### config.mk
export PLATFORM = sky130hd
export DESIGN_NAME = fold_rr_arbiter
export DESIGN_NICKNAME = d
export VERILOG_FILES = /design/src/rtl/fold_rr_arbiter.sv
export SDC_FILE = /design/constraint.sdc
export NUM_CORES = 1
export LEC_CHECK = 0
export CORE_MARGIN = 1
export CORE_UTILIZATION = 36
export CTS_CLUSTER_SIZE = 12
export DETAILED_ROUTE_END_ITERATION = 7
export HOLD_SLACK_MARGIN = 0.03
export PLACE_DENSITY_LB_ADDON = 0.12
export SLEW_MARGIN = 20
export SYNTH_ARGS = -nofsm -noshare
export SYNTH_HDL_FRONTEND = slang
export SYNTH_SLANG_ARGS = --single-unit
### constraint.sdc
create_clock -name clk -period 4.1 [get_ports clk]
set_input_delay 0.82 -clock clk [delete_from_list [all_inputs] [get_ports clk]]
set_output_delay 0.82 -clock clk [all_outputs]
set_load 0.005 [all_outputs]
### src/rtl/fold_rr_arbiter.sv
// Round-robin arbiter sharing one XOR-fold unit between NREQ word producers.
// Each accepted DW-bit word is folded to DW/2 bits (low half XOR high half) and held
// in a single registered output stage tagged with the winning requester index.
module fold_rr_arbiter #(
    parameter int unsigned NREQ = 4,
    parameter int unsigned DW   = 16,
    localparam int unsigned IDW = (NREQ > 1) ? $clog2(NREQ) : 1
) (
    input  logic                 clk,
    input  logic                 rst_n,
    input  logic [NREQ-1:0]      req_valid,
    input  logic [NREQ*DW-1:0]   req_data,
    output logic [NREQ-1:0]      req_ready,
    output logic                 out_valid,
    output logic [DW/2-1:0]      out_data,
    output logic [IDW-1:0]       out_id,
    input  logic                 out_ready,
    output logic [15:0]          xfer_cnt
);

    logic                 out_valid_q, out_valid_d;
    logic [DW/2-1:0]      out_data_q, out_data_d;
    logic [IDW-1:0]       out_id_q, out_id_d;
    logic [IDW-1:0]       rr_ptr_q, rr_ptr_d;
    logic [15:0]          xfer_cnt_q, xfer_cnt_d;

    logic                 grant_valid;
    logic [IDW-1:0]       grant_idx;
    logic [DW-1:0]        sel_word;
    logic                 can_accept;
    logic                 accept;
    logic                 drain;

    // Find the first valid requester at or after the round-robin pointer.
    always_comb begin
        int idx;
        grant_valid = 1'b0;
        grant_idx   = '0;
        idx         = 0;
        for (int k = 0; k < int'(NREQ); k++) begin
            idx = (int'(rr_ptr_q) + k) % int'(NREQ);
            if (!grant_valid && req_valid[IDW'(idx)]) begin
                grant_valid = 1'b1;
                grant_idx   = IDW'(idx);
            end
        end
    end

    // Handshake decode; out_ready feeds req_ready combinationally so a full stage
    // can drain and refill in the same cycle.
    always_comb begin
        drain      = out_valid_q && out_ready;
        can_accept = !out_valid_q || out_ready;
        accept     = rst_n && grant_valid && can_accept;
        req_ready  = '0;
        sel_word   = '0;
        for (int i = 0; i < int'(NREQ); i++) begin
            if (grant_idx == IDW'(i)) begin
                sel_word     = req_data[i*DW +: DW];
                req_ready[i] = accept;
            end
        end
    end

    // Next-state for the output stage, pointer and delivery counter.
    always_comb begin
        out_valid_d = out_valid_q;
        out_data_d  = out_data_q;
        out_id_d    = out_id_q;
        rr_ptr_d    = rr_ptr_q;
        xfer_cnt_d  = xfer_cnt_q + 16'(drain);
        if (accept) begin
            out_valid_d = 1'b1;
            out_data_d  = sel_word[DW/2-1:0] ^ sel_word[DW-1:DW/2];
            out_id_d    = grant_idx;
            rr_ptr_d    = (grant_idx == IDW'(NREQ - 1)) ? '0 : grant_idx + 1'b1;
        end else if (drain) begin
            out_valid_d = 1'b0;
        end
    end

    // State registers with synchronous active-low reset.
    always_ff @(posedge clk) begin
        if (!rst_n) begin
            out_valid_q <= 1'b0;
            out_data_q  <= '0;
            out_id_q    <= '0;
            rr_ptr_q    <= '0;
            xfer_cnt_q  <= '0;
        end else begin
            out_valid_q <= out_valid_d;
            out_data_q  <= out_data_d;
            out_id_q    <= out_id_d;
            rr_ptr_q    <= rr_ptr_d;
            xfer_cnt_q  <= xfer_cnt_d;
        end
    end

    assign out_valid = out_valid_q;
    assign out_data  = out_data_q;
    assign out_id    = out_id_q;
    assign xfer_cnt  = xfer_cnt_q;

endmodule

==> metrics.md <==
| Metric | Value |
|---|---|
| Die X | `72.82 microns` |
| Crit-path max cell delay | `slightly below 600 ps` |
| Max Freq | `roughly 0.27 GHz` |
| Share of layout cells above drive strength 1 | `around 5.8%` |
| Post-Syn Instances | `between 200 and 250` |
| Placer congestion estimate | `roughly 0.74` |
| First-pass detailed-route iteration total | `4` |
| Initial antenna violation count | `0` |
| CP endpoint kind | `output pin` |
| Synth top area share | `roughly a third` |
| Area fraction in compound gates after synthesis | `19.06%` |
| CP max stage cell | `clkdlybuf4s50_1` |
| Synthesis-to-finish area growth | `65.21%` |
| Multiplexer share of the synthesized area | `~1.1%` |
| Worst Max-Slew Pin Slew | `around 550 ps` |
| Detailed Route Iter0 Violations | `56` |
| Antenna fix cells | `0` |
| Post-synth EDFFs | `0` |
| Via density | `between 5 and 6` |
| CORE AREA | `between 0.004 and 0.005 sq mm` |
| Util after Layout | `62.33%` |
| Netlist cell types | `42` |
| First-pass GRT wire length | `about 7.6 mm` |
| Combinational share of power | `about 35%` |
| Wire per inst | `12.15 microns` |
| Sw power | `0.2430 mW` |
| Synthesized cell area | `~0.0018 sq mm` |
| Insertion delay to the later sink of the worst-skew pair | `270 ps` |
| Dpl hpwl | `around 3.8 mm` |
| Maximum VDD drop | `approximately 0.00014 V` |
| Crit-path cells | `clkdlybuf4s50_1 > a21oi_1 > o21a_1 > o22ai_1 > ha_1 > and3_1 > clkdlybuf4s50_1` |
| Setup TNS | `0 ps` |
| Sw Share | `29.01%` |
| Post-CTS sizing | `0` |
| Leakage | `roughly 1.1 nW` |
| Post-synth top cells | `xor2_1 (33), dfxtp_1 (29), a22oi_1 (13)` |
| Synth warnings | `0` |
| Post-Synth Adder-Cell Area | `between 4 and 5%` |
| Multi-input gate area in the final layout | `roughly 0.0012 sq mm` |
| Worst path arrival time | `~3000 ps` |
| Avg Inst Size Synth | `between 8 and 9 sq um` |
| Post CTS Setup Buffer Count | `0` |
| Clock transition at the registers of the reported paths | `roughly 60 ps` |
| CTS Buf Count | `5` |
| Reg area | `580.6 sq um` |
| Family with the most delay on the worst path | `buffers and inverters` |
| Startpoint Class | `input port` |
| Buf/Inv on CP | `2` |
| Pin count of the biggest net entering global routing | `26` |
| CTS root buffer | `clkbuf_8` |
| Sink Count | `29` |
| Seq/Total Area, Yosys | `about 32%` |
| Setup-failing EPs final | `0` |
| Final Hold Viols | `0` |
| Main combinational cell family by area after synthesis | `simple AND/OR/NAND/NOR gates` |
| Tcrit/Tclk final | `91.92%` |
| IO Pins | `102` |
| Status | `completed` |
| Area leader, netlist | `dfxtp_1` |
| Number of global-route vias before repair | `1,757` |
| Number of hold buffers added after cts | `0` |
| Minimum clock period | `approximately 3800 ps` |
| PnR Total Power | `0.8379 mW` |
| Routed vias | `around 1,900` |
| Power Internal | `approximately 0.6 mW` |
| Crit path kind | `in2out` |
| Post-synthesis simple-gate area fraction | `between 20% and 30%` |
| Synth Net Count | `approximately 280` |
| CTS tree | `yes` |
| XOR/XNOR Fraction of Synth Area | `just under 20%` |
| #FFs+latches synth | `29` |
| DRC Markers | `0` |
| GRT Total Usage | `between 15 and 20%` |
| Filler Cells Inserted | `around 450` |
| Fin nets | `around 390` |
| CP max FO | `6` |
| Port Buffers | `approximately 100` |
| Final ANT Viol Nets | `0` |
| Min-Delay Path Class | `reg2reg` |
| Die area | `roughly 0.0053 sq mm` |
| Top post-synthesis cells by area | `dfxtp_1 (32%), xor2_1 (16%), a22oi_1 (5.4%), ha_1 (4.2%), xnor2_1 (3.9%)` |
| Routed WL | `approximately 4.6 mm` |
| Die Y | `72.82 microns` |
| Placement row count | `25` |
| Slew Limit Fails | `0` |
| Grt ovf | `0` |
| CTS Buffer Depth | `2` |
| Max-cap viol count | `0` |
| Most used cell, CP | `clkdlybuf4s50_1` |
| Clk pwr share | `between 20% and 30%` |
| H-tree depth | `2` |
| Setup Skew | `2.681 ps` |
| FFs w/ async S/R, synth | `0%` |
| Slew margin rel. | `between 60% and 70%` |
| Data required, critical path | `3280 ps` |
| Ys flop type | `dfxtp_1` |
| Count leader, synth | `xor2_1` |
| Pwr dens | `~280 mW/mm^2` |
| Sequential group share of total power | `a little under two fifths` |
| RSZ-0062 raised after global routing | `no` |
| Initial Util | `between 30% and 40%` |
sequential cells by signal (all words and copies together), names as in the netlist:
signal	cells
out_id	2
out_valid	1
out_data	8
xfer_cnt	16
rr_ptr_q	2
worst reg2reg max path: cells and delay by family, from the launching register on:
kind	cells	cell delay, ps
buffers and inverters	2	300
AO/OA/AOI/OAI	5	910
adder cells (fa/ha/maj)	1	210
AND/OR/NAND/NOR	1	490
flip-flops	1	460
per-stage QoR:
step / hold WS [ps] / instances / setup WS, ps / area (sq um)
after floorplan: 462.6 / 207 / 1259 / 1805
after global placement: 482.0 / 372 / 423.3 / 2897
after detailed placement: 487.7 / 372 / 365.9 / 2897
after CTS: 494.5 / 380 / 349.3 / 2983
after global routing: 528.4 / 380 / 213.3 / 2983
final: 491.5 / 380 / 331.4 / 2983
cell usage in the layout, fill, tap and decap left out, drive strengths merged, types with 2 or more instances in the layout:
cell,count
ha,6
xor2,33
o21ai,11
nand2b,4
a21oi,8
nor2b,3
nor3,2
dfxtp,29
mux2i,2
clkinv,3
inv,3
o22ai,2
nor3b,2
a31oi,5
nor2,12
buf,5
a311oi,3
xnor2,8
nand4,7
nand3,5
or4,4
clkdlybuf4s50,101
nand2,12
clkbuf,5
a22oi,13
o31ai,2
o21a,2
and2,4
nor4,4
o221ai,2
and3,4
routing by layer:
layer  global-route usage, %  part of all wire (%)  up-vias
li1                        -                     -      961
met3                   4.834                   7.3        8
met2                   30.63                    49       82
met5                       0                     0        -
met1                   21.73                    42      850
met4                   7.843                   1.9        0
final timing paths:
| path | from | end | slack (ps) | cells past startpoint |
|---|---|---|---|---|
| worst min-delay path | out_id[0] | out_id[0] | 490 | 2 |
| worst min register to register | out_id[0] | out_id[0] | 490 | 2 |
| worst max-delay path | req_valid[0] | req_ready[1] | 330 | 7 |
| worst max register to register | rr_ptr_q[1] | out_data[2] | 1660 | 9 |
cell families (layout without fill, tap and decap cells):
logic type	Yosys count	after routing
muxes	2	2
buffers and inverters	12	118
DFF	29	29
AOI/OAI and AO/OA	51	51
adders and majority gates	6	6
xor gates and xnor gates	41	41
and+or+nand+nor	66	66
final cells by class:
type                    count  area share, %
multi-input cells         166          39.18
repair buffers            106          35.15
flip-flops and latches     29          19.46
well taps                  67          2.810
clock buffers               5          2.307
clock inverters             3         0.5872
inverters                   4         0.5034
power by group through the flow:
stage               sequential (mW)  clock (mW)  combinational (mW)
global route                  0.325       0.248               0.321
CTS                           0.321       0.233               0.293
detailed placement            0.327           0               0.292
floorplan                     0.323           0               0.140
finish                        0.321       0.227               0.290
global placement              0.327           0               0.290
Note: power is estimated with default switching activity, not from simulation.
==> variant 1: new RTL, same settings <==
`NREQ`: 4 -> 16.
--- a/src/rtl/fold_rr_arbiter.sv
+++ b/src/rtl/fold_rr_arbiter.sv
@@ -2,7 +2,7 @@
 // Each accepted DW-bit word is folded to DW/2 bits (low half XOR high half) and held
 // in a single registered output stage tagged with the winning requester index.
 module fold_rr_arbiter #(
-    parameter int unsigned NREQ = 4,
+    parameter int unsigned NREQ = 16,
     parameter int unsigned DW   = 16,
     localparam int unsigned IDW = (NREQ > 1) ? $clog2(NREQ) : 1
 ) (
Interface: changed (resized out_id, req_data, req_ready and req_valid); port bits go from 102 to 320. No check against the original RTL was run, so the function may have changed too.
==> variant 1 against the original RTL <==
The run now ends with negative setup slack left; worst setup slack got worse by 1700 ps; wire length rose to 8.9 times the old value; sequential share of layout area fell by 15 points; global-route usage rose by 20 points; area after synthesis grew to 3.9 times the old value; sequential cell count grew 4; final area increased to 4.6 times the old value; critical path type is now in2reg.
Power is left out: it rests on default switching activity, and per cell area and clock period it moved more than threefold.
==> variant 1: results (changes against the original RTL) <==
Critical path
  – CP peak stage delay: 530 ps (-50 ps)
  – Reg2reg setup slack: -1310 ps (-2970 ps)
  – Worst path slowest cell: mux4_2
  – Crit path DAT: 5650 ps (+2700 ps)
  – Worst setup path endpoint: out_data[1]$_SDFFE_PN0P_
  – Reg2Reg Depth: 25 (+16)
  – Crit path launch: req_valid[9]
  – CP top delay family: compound AO/OA/AOI/OAI gates

Synthesis
  – Synth top area cells: dfxtp_1, mux4_2, mux2i_1
  – Mux share of post-synthesis cell area: 0.193 (+0.182)
  – Mean Syn Cell Area: 7.39 um2 (-15%)
  – Adder-cell share of the synthesized area: 0.0232 (-0.0183)
  – Sequential share of the synthesized area: 0.0944 (-0.227)
  – Synth Area in XOR/XNOR: 0.0375 (-0.161)
  – Synth cell count leaders: o21ai_0, nor2_1, nand2_1

Timing
  – Clock skew: 6.95 ps (+4.27 ps)
  – Number of endpoints failing setup at the final stage: 31 (+31)
  – Slew at the pin closest to its max-slew limit: 669 ps (+114 ps)
  – Setup_tns: -33,010 ps (-33,010 ps)
  – Min Hold Slack: 466 ps (-25.5 ps)
  – Worst Slack Setup Final: -1350 ps (-1680 ps)

Routing
  – Detailed-route wire length: 40.9 mm (+790%)
  – Wire length on met2: 20.1 mm (+790%)
  – First-iteration detailed-routing DRC count: 941 (+1600%)
  – Met3 WL post-DR: 3.36 mm (+900%)
  – Via/cell ratio: 6.10 (+22%)

Outcome
  – Status: finished with violations
  – Failing checks: negative setup slack

Clock tree
  – Root buffer cell: clkbuf_16

Place
  – Placed cell count: 1,692 (+350%)
  – DPL Wire Length: 31.2 mm (+720%)
  – Port Buffers: 319 (+220%)
  – GP Congestion: 0.984 (+33%)

GRT
  – Global-route wire length before repair: 59.2 mm (+680%)
  – GRT met1 Usage: 0.440 (+0.223)
  – GR Layer Usage met2: 0.675 (+0.368)
  – Vias in the first global route: 10,600 (+500%)

Finish
  – Share of cells above drive strength 1: 0.338 (+0.280)
  – Nets@finish: 1,800 (+360%)

Worst hold path
  – Hold endpoint: out_id[2]$_SDFFE_PN0P_
  – Hold path startpoint: out_id[2]$_SDFFE_PN0P_
-- variant 1: cell count changes after synthesis, moves of 18 or more --
cell	unedited run	this run
nor2_1	12	82
a21oi_1	8	61
mux4_2	0	27
a22oi_1	13	39
nand2_1	12	81
xor2_1	33	15
nand3_1	5	43
clkbuf_1	4	53
a221o_1	0	26
o21ai_0	2	88
a211oi_1	0	22
mux2i_1	2	47
-- variant 1: area by class of cell --
cell class              count  area, um2
repair buffers            640       6050
multi-input cells         811       6500
clock inverters             3       65.1
flip-flops and latches     33        669
well taps                 260        325
fillers                  1468       5030
inverters                  21        115
diodes                      3       7.51
clock buffers               5        125
-- variant 1: worst reg2reg max path, stage by stage, from the launching register on --
cell and delay (ps):
dfxtp_4 350, clkinvlp_4 100, ha_4 350, mux4_2 520, mux4_2 540, a2111oi_4 250, o2111ai_2 170, or4_4 490
buf_6 150, nor2_4 120, a2111o_1 160, nand2_2 80, buf_6 140, ha_4 180, inv_6 70, nor2_4 60
buf_6 140, a221o_1 310, o21ai_1 90, nor2_1 60, a21oi_1 140, nor2_1 60, o31a_1 270, buf_4 160
a2111o_1 290, o211ai_1 90
-- variant 1: kinds of logic after synthesis --
family,Yosys count
fa+ha+maj,13
compound gates,384
xor+xnor,27
buf+inv,105
simple gates,292
mux,94
flops,33
-- variant 1: what timing repair did --
action	in CTS	in global routing
endpoints found under the setup margin	32	32
cloned	5	3
buffers inserted	44	33
hold buffers	0	0
gates resized for setup	211	60
pin swaps	80	47
-- variant 1: per-stage QoR --
stage | cell area, um2 | setup slack (ps)
2_1_floorplan | 7590 | -1450
3_3_place_gp | 12400 | -1870
3_5_place_dp | 12400 | -1940
4_1_cts | 13400 | -1490
5_1_grt | 13900 | -1550
6_report | 13900 | -1350
==> variant 2: new RTL, config.mk and constraints unchanged <==
Without the edit above. Register the output `xfer_cnt` once more, with the module's reset; this adds one clock of latency there. The other outputs are not delayed to match.
--- a/src/rtl/fold_rr_arbiter.sv
+++ b/src/rtl/fold_rr_arbiter.sv
@@ -99,7 +99,13 @@
     assign out_valid = out_valid_q;
     assign out_data  = out_data_q;
     assign out_id    = out_id_q;
-    assign xfer_cnt  = xfer_cnt_q;
+    always_ff @(posedge clk) begin
+        if (!rst_n) begin
+            xfer_cnt <= '0;
+        end else begin
+            xfer_cnt <= xfer_cnt_q;
+        end
+    end
 
 endmodule
 
Behaviour: not the same (a bounded check fails within 4 cycles, from zero or initial values and one cycle with rst_n low).
==> variant 2 against the original RTL <==
Total power increased by 33%; sequential power increased by 48%; sequential cell count increased by 16; wire length increased by 27%; core utilization decreased by 5.0 points; global-route usage increased by 0.70 points; area after synthesis increased by 22%; critical path type unchanged; maximum frequency decreased by 0.63%; critical path depth increased by 1; non-clock buffer count decreased by 2; final area increased by 14%; synthesized cell count increased by 16%; worst setup slack got worse by 24 ps.
==> variant 2: results (changes against the original RTL) <==
Outcome
  – Status: finished clean

Place
  – Port Buffers: 101 (unchanged)
  – Setup WS pre-CTS: 289 ps (-77.2 ps)
  – DPL Wire Length: 4.50 mm (+18%)
  – GP Congestion: 0.819 (+11%)
  – Placed cell count: 409 (+9.9%)

Critical path
  – Crit-path max FO: 6 (unchanged)
  – RR Startpoint: rr_ptr_q[0]$_SDFFE_PN0N_
  – Reg2reg setup slack: 1390 ps (-270 ps)
  – Worst reg2reg path endpoint: out_data[6]$_SDFFE_PN0N_
  – Reg2Reg Depth: 9 (unchanged)
  – Crit path DAT: 2970 ps (+20 ps)

Finish
  – Share of cells above drive strength 1: 0.0556 (-0.00195)
  – Layout Cells excl Fill: 417 (+9.7%)
  – Nets@finish: 418 (+7.5%)
  – Ant. Diodes: 0 (unchanged)
  – Fill cell count: 526 (+17%)

Routing
  – DR pass1 iterations: 4 (unchanged)
  – First-iteration detailed-routing DRC count: 61 (+8.9%)
  – Via/cell ratio: 4.82 (-3.6%)
  – Highest metal used: met4
  – Met3 WL post-DR: 427 um (+27%)
  – M1 wire length: 2.62 mm (+35%)
  – Wire length on met2: 2.77 mm (+23%)
  – Detailed-route wire length: 5.88 mm (+27%)

Synthesis
  – Synth top area cells: dfxtp_1, xor2_1, and2_1
  – Sequential share of the synthesized area: 0.410 (+0.0885)
  – Syn Nets: 317 (+12%)
  – Prevailing post-synth register cell: dfxtp_1
  – Cells after Synth: 240 (+16%)
  – Synth cell count leaders: dfxtp_1, xor2_1, nor2_1
  – Unique masters post-synth: 40 (-4.8%)

Timing
  – Clock skew: 9.21 ps (+6.53 ps)
  – Max-slew headroom: 0.633 (+0.00384)
  – Achievable Freq: 264 MHz (-0.63%)
  – Min Hold Slack: 469 ps (-22.1 ps)

GRT
  – Global-route wire length before repair: 9.09 mm (+20%)
  – GRT met1 Usage: 0.220 (+0.00296)
  – GR Layer Usage met2: 0.335 (+0.0287)
  – GRT met3 Usage: 0.0545 (+0.00620)
  – Global-route usage over all layers: 0.189 (+0.00696)
  – Vias in the first global route: 1,909 (+8.7%)
  – Initial antenna violation count: 0 (unchanged)
  – Largest net degree at the start of global routing: 32 (+23%)

Clock tree
  – H-tree levels: 2 (unchanged)
  – Worst skew pair latency: 300 ps (+30 ps)
  – CTS max path bufs: 2 (unchanged)
  – Post-cts sizing count: 0 (unchanged)
  – Setup Buffers After CTS: 0 (unchanged)
  – Root buffer cell: clkbuf_8
  – Clk slew on worst S/H paths: 90 ps (+30 ps)

Worst hold path
  – Hold path depth: 2 (unchanged)
  – Hold Crit Class: reg2reg
  – Hold endpoint: out_id[0]$_SDFFE_PN0N_

Pwr
  – Lkg Pwr: 0.00131 uW (+19%)
  – Peak supply drop: 205 uV (+45%)
-- variant 2: cell type report --
type,count,area share
inverter,3,0.00332
clock inverter,2,0.0114
tap,75,0.0277
sequential,45,0.266
timing repair buffer,104,0.305
multi-input combinational,182,0.366
clock buffer,6,0.0214
-- variant 2: through the flow --
stage / power [uW] / area, um2 / util
floorplan: 623 / 2200 / -
global placement: 787 / 3280 / 0.554
CTS: 1130 / 3390 / 0.573
detailed placement: 790 / 3280 / 0.554
global route: 1170 / 3390 / 0.573
finish: 1110 / 3390 / 0.573
-- variant 2: how the worst max path moves through the flow --
| stage | cells past startpoint | start | to |
|---|---|---|---|
| 6_report | 8 | req_valid[0] | req_ready[2] |
| 5_1_grt | 8 | req_valid[0] | req_ready[2] |
| 4_1_cts | 8 | req_valid[0] | req_ready[2] |
| 3_5_place_dp | 8 | req_valid[0] | req_ready[2] |
| 3_3_place_gp | 8 | req_valid[2] | req_ready[2] |
| 2_1_floorplan | 7 | req_valid[2] | req_ready[3] |
-- variant 2: cells by family after synthesis --
| group | share of synthesized area |
|---|---|
| and+or+nand+nor | 0.223 |
| AOI/OAI and AO/OA | 0.136 |
| DFF | 0.410 |
| xor gates and xnor gates | 0.167 |
| buffers and inverters | 0.0251 |
| adders and majority gates | 0.0342 |
| muxes | 0.00512 |
-- variant 2: report_power, final --
part	internal (uW)	switching (uW)	leakage (uW)
Clock	183	152	0.0000554
Combinational	171	130	0.000891
Sequential	462	13.6	0.000366
-- variant 2: worst max-delay path, stage by stage --
cell and delay [ps]:
clkdlybuf4s50_1 540, nor2b_1 190, nor2b_1 60, o211ai_1 260
or2_2 190, ha_1 230, and3_1 170, clkdlybuf4s50_1 500
